==> config.mk <==
export PLATFORM = sky130hd
export DESIGN_NAME = uart_tx_ctrl_flat
export DESIGN_NICKNAME = d
export VERILOG_FILES = /design/src/rtl/uart_tx_ctrl_pkg.sv /design/src/rtl/uart_tx_ctrl_if.sv /design/src/rtl/uart_tx_ctrl_fifo.sv /design/src/rtl/uart_tx_ctrl.sv /design/src/flat_wrapper.sv
export SDC_FILE = /design/constraint.sdc
export NUM_CORES = 1
export LEC_CHECK = 0
export ABC_AREA = 1
export CAP_MARGIN = 40
export CORE_UTILIZATION = 47
export CTS_CLUSTER_SIZE = 24
export DETAILED_ROUTE_END_ITERATION = 8
export SYNTH_ARGS = -nofsm -noshare
export SYNTH_HDL_FRONTEND = slang
export SYNTH_SLANG_ARGS = --single-unit
==> constraint.sdc <==
create_clock -name sysclk -period 3.1 [get_ports sysclk]
set_clock_uncertainty 0.1 [all_clocks]
set_input_delay 0.465 -clock sysclk [delete_from_list [all_inputs] [get_ports sysclk]]
set_output_delay 0.465 -clock sysclk [all_outputs]
set_load 0.01 [all_outputs]
==> src/rtl/uart_tx_ctrl_pkg.sv <==
`default_nettype none
// ============================================================================
//  Module   : uart_tx_ctrl_pkg
//  Purpose  : Shared constants for the memory-mapped UART transmitter:
//             memory-map addresses, FSM state encoding, default baud divisor.
//  Ports    : none (package)
//  Revision : 1.0 - initial release
// ============================================================================
package uart_tx_ctrl_pkg;

   // Addresses decoded upstream by the load/store memory map.
   localparam logic [31:0] UART_DATA_ADDR = 32'h1000_0000;
   localparam logic [31:0] UART_STAT_ADDR = 32'h1000_0004;

   // 100 MHz sysclk / 115200 baud.
   localparam int DEFAULT_CLKS_PER_BIT = 868;

   localparam int DATA_BITS = 8;

   typedef logic [1:0] state_t;

   localparam state_t IDLE  = 2'd0;
   localparam state_t START = 2'd1;
   localparam state_t DATA  = 2'd2;
   localparam state_t STOP  = 2'd3;

endpackage
`default_nettype wire

==> src/rtl/uart_tx_ctrl_if.sv <==
`default_nettype none
// ============================================================================
//  Module   : uart_tx_ctrl_if
//  Purpose  : Store-path write channel and status flags between the core's
//             memory-map decode and the UART transmitter.
//  Signals  : wr_en    - one-cycle byte write strobe
//             wr_data  - byte to transmit
//             full     - transmit FIFO full
//             busy     - FIFO non-empty or a frame in flight
//             overflow - sticky dropped-write flag
//  Modports : master (core side), slave (UART side)
//  Revision : 1.0 - initial release
// ============================================================================
interface uart_tx_ctrl_if;

   logic       wr_en;
   logic [7:0] wr_data;
   logic       full;
   logic       busy;
   logic       overflow;

   modport master (
      output wr_en,
      output wr_data,
      input  full,
      input  busy,
      input  overflow
   );

   modport slave (
      input  wr_en,
      input  wr_data,
      output full,
      output busy,
      output overflow
   );

endinterface
`default_nettype wire

==> src/rtl/uart_tx_ctrl_fifo.sv <==
`default_nettype none
// ============================================================================
//  Module   : uart_tx_fifo
//  Purpose  : Synchronous byte FIFO buffering store-path writes for the UART.
//             Head entry is presented combinationally on rd_data.
//  Ports    : sysclk, cpu_resetn (async, active-low)
//             wr_en/wr_data - push (accepted when not full, or when a pop
//                             happens in the same cycle)
//             rd_en         - pop the head (ignored when empty)
//             rd_data       - head entry
//             empty, full   - occupancy flags (full is a flop)
//             count         - number of stored entries
//  Revision : 1.0 - initial release
// ============================================================================
module uart_tx_fifo #(
   parameter int FIFO_DEPTH = 8,
   parameter int PTR_W      = 3
) (
   input  logic             sysclk,
   input  logic             cpu_resetn,
   input  logic             wr_en,
   input  logic [7:0]       wr_data,
   input  logic             rd_en,
   output logic [7:0]       rd_data,
   output logic             empty,
   output logic             full,
   output logic [PTR_W:0]   count
);

   if ((1 << PTR_W) != FIFO_DEPTH || FIFO_DEPTH < 2) begin : g_bad_depth
      $error("uart_tx_fifo: FIFO_DEPTH must be 2**PTR_W and at least 2");
   end

   localparam logic [PTR_W:0] DEPTH_CNT = (PTR_W + 1)'(FIFO_DEPTH);

   logic [7:0]       mem [FIFO_DEPTH];
   logic [PTR_W-1:0] wr_ptr;
   logic [PTR_W-1:0] rd_ptr;
   logic             do_wr;
   logic             do_rd;
   logic [PTR_W:0]   count_nxt;

   assign empty   = (count == '0);
   assign do_rd   = rd_en && !empty;
   // A pop in the same cycle frees the slot, so a write while full still lands.
   assign do_wr   = wr_en && (!full || do_rd);
   assign rd_data = mem[rd_ptr];

   always_comb begin
      count_nxt = count;
      case ({do_wr, do_rd})
         2'b10:   count_nxt = count + (PTR_W + 1)'(1);
         2'b01:   count_nxt = count - (PTR_W + 1)'(1);
         default: count_nxt = count;
      endcase
   end

   always_ff @(posedge sysclk or negedge cpu_resetn) begin
      if (!cpu_resetn) begin
         wr_ptr <= '0;
         rd_ptr <= '0;
         count  <= '0;
         full   <= 1'b0;
      end else begin
         if (do_wr) wr_ptr <= wr_ptr + PTR_W'(1);
         if (do_rd) rd_ptr <= rd_ptr + PTR_W'(1);
         count <= count_nxt;
         full  <= (count_nxt == DEPTH_CNT);
      end
   end

   // Storage needs no reset: entries are only read once count says valid.
   always_ff @(posedge sysclk) begin
      if (do_wr) mem[wr_ptr] <= wr_data;
   end

endmodule
`default_nettype wire

==> src/rtl/uart_tx_ctrl.sv <==
`default_nettype none
// ============================================================================
//  Module   : uart_tx_ctrl
//  Purpose  : Memory-mapped 8N1 UART transmitter. Buffers store-path bytes in
//             a FIFO and serialises them LSB first at CLKS_PER_BIT cycles/bit.
//  Ports    : sysclk     - system clock (rising edge)
//             cpu_resetn - asynchronous active-low reset
//             bus        - slave side of uart_tx_ctrl_if
//                          (wr_en, wr_data, full, busy, overflow)
//             uart_tx    - serial line, idle high, registered
//  Revision : 1.0 - initial release
// ============================================================================
module uart_tx_ctrl
   import uart_tx_ctrl_pkg::*;
#(
   parameter int CLKS_PER_BIT = DEFAULT_CLKS_PER_BIT,
   parameter int FIFO_DEPTH   = 8,
   parameter int PTR_W        = 3
) (
   input  logic           sysclk,
   input  logic           cpu_resetn,
   uart_tx_ctrl_if.slave  bus,
   output logic           uart_tx
);

   if (CLKS_PER_BIT < 2) begin : g_bad_baud
      $error("uart_tx_ctrl: CLKS_PER_BIT must be at least 2");
   end

   localparam int               CNT_W    = (CLKS_PER_BIT > 1) ? $clog2(CLKS_PER_BIT) : 1;
   localparam logic [CNT_W-1:0] CNT_LAST = CNT_W'(CLKS_PER_BIT - 1);

   state_t           state;
   state_t           state_nxt;
   logic [CNT_W-1:0] cnt;
   logic [CNT_W-1:0] cnt_nxt;
   logic [2:0]       bit_idx;
   logic [2:0]       bit_nxt;
   logic [7:0]       sh;
   logic [7:0]       sh_nxt;
   logic             tx_nxt;
   logic             pop;
   logic             overflow;

   logic             fifo_empty;
   logic             fifo_full;
   logic [7:0]       fifo_rd_data;
   logic [PTR_W:0]   fifo_count;

   uart_tx_fifo #(
      .FIFO_DEPTH (FIFO_DEPTH),
      .PTR_W      (PTR_W)
   ) u_fifo (
      .sysclk     (sysclk),
      .cpu_resetn (cpu_resetn),
      .wr_en      (bus.wr_en),
      .wr_data    (bus.wr_data),
      .rd_en      (pop),
      .rd_data    (fifo_rd_data),
      .empty      (fifo_empty),
      .full       (fifo_full),
      .count      (fifo_count)
   );

   // ------------------------------------------------------------------------
   // State register (FSM plus the datapath it sequences)
   // ------------------------------------------------------------------------
   always_ff @(posedge sysclk or negedge cpu_resetn) begin
      if (!cpu_resetn) begin
         state   <= IDLE;
         cnt     <= '0;
         bit_idx <= '0;
         sh      <= '0;
         uart_tx <= 1'b1;
      end else begin
         state   <= state_nxt;
         cnt     <= cnt_nxt;
         bit_idx <= bit_nxt;
         sh      <= sh_nxt;
         uart_tx <= tx_nxt;
      end
   end

   // ------------------------------------------------------------------------
   // Next-state logic
   // ------------------------------------------------------------------------
   always_comb begin
      state_nxt = state;
      cnt_nxt   = cnt;
      bit_nxt   = bit_idx;
      sh_nxt    = sh;
      pop       = 1'b0;
      case (state)
         IDLE: begin
            if (!fifo_empty) begin
               pop       = 1'b1;
               sh_nxt    = fifo_rd_data;
               cnt_nxt   = '0;
               state_nxt = START;
            end
         end
         START: begin
            if (cnt == CNT_LAST) begin
               cnt_nxt   = '0;
               bit_nxt   = '0;
               state_nxt = DATA;
            end else begin
               cnt_nxt = cnt + CNT_W'(1);
            end
         end
         DATA: begin
            if (cnt == CNT_LAST) begin
               cnt_nxt = '0;
               sh_nxt  = {1'b0, sh[7:1]};
               if (bit_idx == 3'(DATA_BITS - 1)) begin
                  state_nxt = STOP;
               end else begin
                  bit_nxt = bit_idx + 3'd1;
               end
            end else begin
               cnt_nxt = cnt + CNT_W'(1);
            end
         end
         STOP: begin
            if (cnt == CNT_LAST) begin
               cnt_nxt = '0;
               // Chain straight into the next frame so back-to-back bytes
               // leave no idle gap on the line.
               if (!fifo_empty) begin
                  pop       = 1'b1;
                  sh_nxt    = fifo_rd_data;
                  state_nxt = START;
               end else begin
                  state_nxt = IDLE;
               end
            end else begin
               cnt_nxt = cnt + CNT_W'(1);
            end
         end
         default: begin
            state_nxt = IDLE;
         end
      endcase
   end

   // ------------------------------------------------------------------------
   // Output logic: the line value is computed from the next state so the
   // flop shows it in the same cycle the state is entered.
   // ------------------------------------------------------------------------
   always_comb begin
      tx_nxt = 1'b1;
      case (state_nxt)
         START:   tx_nxt = 1'b0;
         DATA:    tx_nxt = sh_nxt[0];
         default: tx_nxt = 1'b1;
      endcase
   end

   // Sticky until reset: a write arrived while full and no pop freed a slot.
   always_ff @(posedge sysclk or negedge cpu_resetn) begin
      if (!cpu_resetn) begin
         overflow <= 1'b0;
      end else if (bus.wr_en && fifo_full && !pop) begin
         overflow <= 1'b1;
      end
   end

   assign bus.full     = fifo_full;
   assign bus.busy     = (fifo_count != '0) || (state != IDLE);
   assign bus.overflow = overflow;

endmodule
`default_nettype wire

==> src/flat_wrapper.sv <==
// flat-port wrapper written by rule: the top's interface ports become plain ports
module uart_tx_ctrl_flat import uart_tx_ctrl_pkg::*;
#(
   parameter int CLKS_PER_BIT = DEFAULT_CLKS_PER_BIT,
   parameter int FIFO_DEPTH   = 8,
   parameter int PTR_W        = 3
)
  (sysclk, cpu_resetn, uart_tx, bus_wr_en, bus_wr_data, bus_full, bus_busy, bus_overflow);
  uart_tx_ctrl_if bus_i ();
  input  logic sysclk;
  input  logic cpu_resetn;
  output logic uart_tx;
  input wire logic [$bits(bus_i.wr_en)-1:0] bus_wr_en;
  input wire logic [$bits(bus_i.wr_data)-1:0] bus_wr_data;
  output wire logic [$bits(bus_i.full)-1:0] bus_full;
  output wire logic [$bits(bus_i.busy)-1:0] bus_busy;
  output wire logic [$bits(bus_i.overflow)-1:0] bus_overflow;
  assign bus_i.wr_en = bus_wr_en;
  assign bus_i.wr_data = bus_wr_data;
  assign bus_full = bus_i.full;
  assign bus_busy = bus_i.busy;
  assign bus_overflow = bus_i.overflow;
  uart_tx_ctrl #(.CLKS_PER_BIT(CLKS_PER_BIT), .FIFO_DEPTH(FIFO_DEPTH), .PTR_W(PTR_W)) u_core (.sysclk(sysclk), .cpu_resetn(cpu_resetn), .bus(bus_i), .uart_tx(uart_tx));
endmodule
==> qor.yml <==
critical_path:
  r2r_setup_slack_ns: 0.29
  cp.required_ns: 2.53
  worstPathArrival_ns: 2.29
  cp-endpoint: "bus_busy"
  critical_path_class: "flop to primary output"
  worstSetupStartpointType: "flop"
  r2r-start: "u_core.cnt[0]"
  worstPathMaxFanout: 8
  end_kind: "primary output"
  critPathLaunch: "u_core.u_fifo.count[1]"
  worst_r2r_endpoint: "u_core.u_fifo.full"
  reg2reg_depth: 17
drt:
  post-route-drc-count: 0
  first_drt_iteration_drcs: 205
  detail_route.first_pass.iterations: 5
  vias: 3430
  routed_wire_length_per_instance_um: 15.1
  wl_um: 9800
  antenna_violating_nets_post_route: 0
  vias_per_cell: 5.29
cts:
  htree_levels: 3
  clk_latency_ns: 0.37
  clk_root_buffer_cell: "clkbuf_8"
  clock-sinks: 100
  cts-buffers-inserted: 9
  cts_tree: "built"
  clock_tree.buffer_depth: 2
  clkSlewWorstSetupHoldPaths_ns: 0.10
synth:
  synth.distinct_cells: 38
  yosysWarningCount: 0
  post_synth_instance_area_um2: 4710
  synth_fp_nets: 507
  synth-seq-area-share_pct: 59.9
  synthCells: 483
  synth_seq_cells: 100
  syn_avg_cell_area_um2: 9.75
power:
  sw_frac_of_total_pct: 30.4
  pwr_density_cell_nw_per_um2: 574
  worst_ir_drop_vdd_uv: 375
  p_clk_share_pct: 25.7
  comb_power_share_pct: 18.8
  leakagePower_uw: 0.00221
  internal-power_uw: 2110
  netSwitchingPower_uw: 924
  power.sequential.fraction_pct: 55.5
global_route:
  global_route.overflow_total: 0
  pin_count_of_the_biggest_net_entering_global_routing: 34
  grt_first_pass_wirelength_um: 16200
  grt_pass1_vias: 3351
  antenna_found_initial: 0
  grt_usage_pct: 21.1
sta:
  hold_viol: 0
  number_of_endpoints_failing_setup_at_the_final_stage: 0
  timing.final.crit_share_pct: 92.0
  setup_repair_after_global_routing_missed_its_margin: "false"
  timing.final.crit_period_ns: 2.85
  final_layout_setup_total_negative_slack_ns: 0
  worst_slew_margin_rel_pct: 61.2
  fmax_mhz: 350
  slew_viol_final: 0
  worst_pin_slew_ns: 0.581
floorplanning:
  top_level_ports: 15
  rows: 36
  floorplan.initialDensity_pct: 48.4
  floorplan.die.width_um: 102
  core_area_um2: 9730
  die_h_um: 102
  floorplan.die_area_um2: 10400
layout:
  layout.nets: 535
  most_frequent_cells_in_the_layout: "nand2_1, edfxtp_1, nor2_1, inv_1, o21ai_0"
  areaGrowthSynthToFinish_pct: 12.4
  final_common_cell: "nand2_1"
  final_layout_size_suffix_gt1_share_pct: 8.72
  layout.cells.non_filler: 649
  antenna-diode-count: 0
min_path:
  holdCritStartpoint: "u_core.bit_idx[2]"
  min_path_type: "flop to flop"
placed_design:
  place.detailed.hpwl_um: 6580
  portBuffers: 14
  routabilityCongestion: 0.843
  dp_cells: 632
outcome:
  status: "finished clean"
job:
  max_cap_violations: 0
worst min path at each step:
stage,endpoint,slack (ns),depth (start not counted)
detailed placement,u_core.sh[2],0.27,1
CTS,u_core.u_fifo.wr_ptr[0],0.39,2
floorplan,u_core.bit_idx[0],0.07,0
global placement,u_core.bit_idx[2],0.36,2
global route,u_core.bus.overflow,0.40,2
finish,u_core.bit_idx[2],0.39,2
sequential cells by signal, summed over array words and instances, names as in the netlist:
signal	flops
u_core.uart_tx	1
u_core.u_fifo.full	1
u_core.u_fifo.count	4
u_core.bus.overflow	1
u_core.state	2
u_core.u_fifo.rd_ptr	3
u_core.sh	8
u_core.u_fifo.wr_ptr	3
u_core.u_fifo.mem	64
u_core.cnt	10
u_core.bit_idx	3
metrics by stage:
stage / worst slack, ns / hold WS, ns / power (µW) / utilization [%] / area [µm²]
finish: 0.247 / 0.389 / 3040 / 54.4 / 5290
global route: 0.00280 / 0.399 / 3200 / 54.4 / 5290
CTS: 0.179 / 0.393 / 3070 / 54.3 / 5290
detailed placement: 0.186 / 0.268 / 2290 / 52.4 / 5100
global placement: 0.286 / 0.361 / 2270 / 51.9 / 5050
floorplan: 0.282 / 0.0694 / 2060 / - / 4710
critical path, cell delays in order (launching register included):
cell	delay (ns)
dfrtp_1	0.43
nor2_1	0.20
nand2_1	0.22
inv_1	0.26
nand2_1	0.25
clkdlybuf4s50_1	0.55
power groups by stage:
| stage | registers [µW] | logic, µW | clock network, µW |
|---|---|---|---|
| after global routing | 1700 | 639 | 861 |
| after floorplan | 1700 | 354 | 0 |
| after CTS | 1690 | 575 | 807 |
| after global placement | 1710 | 563 | 0 |
| final | 1690 | 572 | 781 |
| after detailed placement | 1720 | 571 | 0 |
layer usage:
layer  up-vias  GRT usage, %  part of all wire [%]
met1      1651          27.8                    45
met5         -             0                     0
met4         0          7.03                   1.5
li1       1678             -                     -
met3        14          5.40                   4.7
met2        87          34.3                    49
logic make-up (layout without fill, tap and decap cells):
kind of cell / count (synthesis) / in the layout / synth area share (%)
AND/OR/NAND/NOR: 232 / 232 / 21.0
AO/OA/AOI/OAI: 71 / 71 / 8.84
adder cells (fa/ha/maj): 13 / 13 / 3.45
flip-flops: 100 / 100 / 59.9
XOR/XNOR: 12 / 12 / 2.23
buffers and inverters: 55 / 88 / 4.57
area by class of cell:
| type | instances | area [µm²] |
|---|---|---|
| sequential | 100 | 2820 |
| multi-input combinational | 328 | 1680 |
| inverter | 43 | 161 |
| clock inverter | 7 | 57.6 |
| timing repair buffer | 29 | 283 |
| fill | 890 | 4440 |
| tap | 133 | 166 |
| clock buffer | 9 | 124 |
what timing repair did:
item,in CTS,in global routing
endpoints found under the hold margin,8,0
gates resized for setup,0,2
buffers inserted,0,0
endpoints found under the setup margin,0,1
hold buffers,1,0
Yosys cell counts:
cell / n / area [µm²]
nand2_1: 128 / 480
edfxtp_1: 64 / 1920
nor2_1: 52 / 195
inv_1: 41 / 154
o21ai_0: 36 / 180
dfrtp_1: 35 / 876
nand3_1: 30 / 150
o22ai_1: 15 / 93.8
ha_1: 13 / 163
nor3_1: 11 / 55.1
clkbuf_1: 9 / 33.8
a21oi_1: 8 / 40.0
xor2_1: 8 / 70.1
xnor2_1: 4 / 35.0
nand2_2: 2 / 12.5
nand2_4: 2 / 22.5
nand3_4: 2 / 35.0
nand4_1: 2 / 12.5
o31ai_1: 2 / 15.0
a21o_1: 1 / 7.51
a31o_2: 1 / 8.76
a31oi_1: 1 / 6.26
a32o_1: 1 / 10.0
buf_1: 1 / 3.75
buf_2: 1 / 5.00
buf_6: 1 / 11.3
clkinv_1: 1 / 3.75
dfstp_2: 1 / 26.3
inv_2: 1 / 3.75
nor2_2: 1 / 6.26
nor2_4: 1 / 11.3
nor4_1: 1 / 6.26
o2111ai_1: 1 / 8.76
o21a_1: 1 / 7.51
o21ai_1: 1 / 5.00
o21ai_4: 1 / 16.3
o311ai_0: 1 / 8.76
o32ai_1: 1 / 8.76
Power figures use the tool's default switching activity.
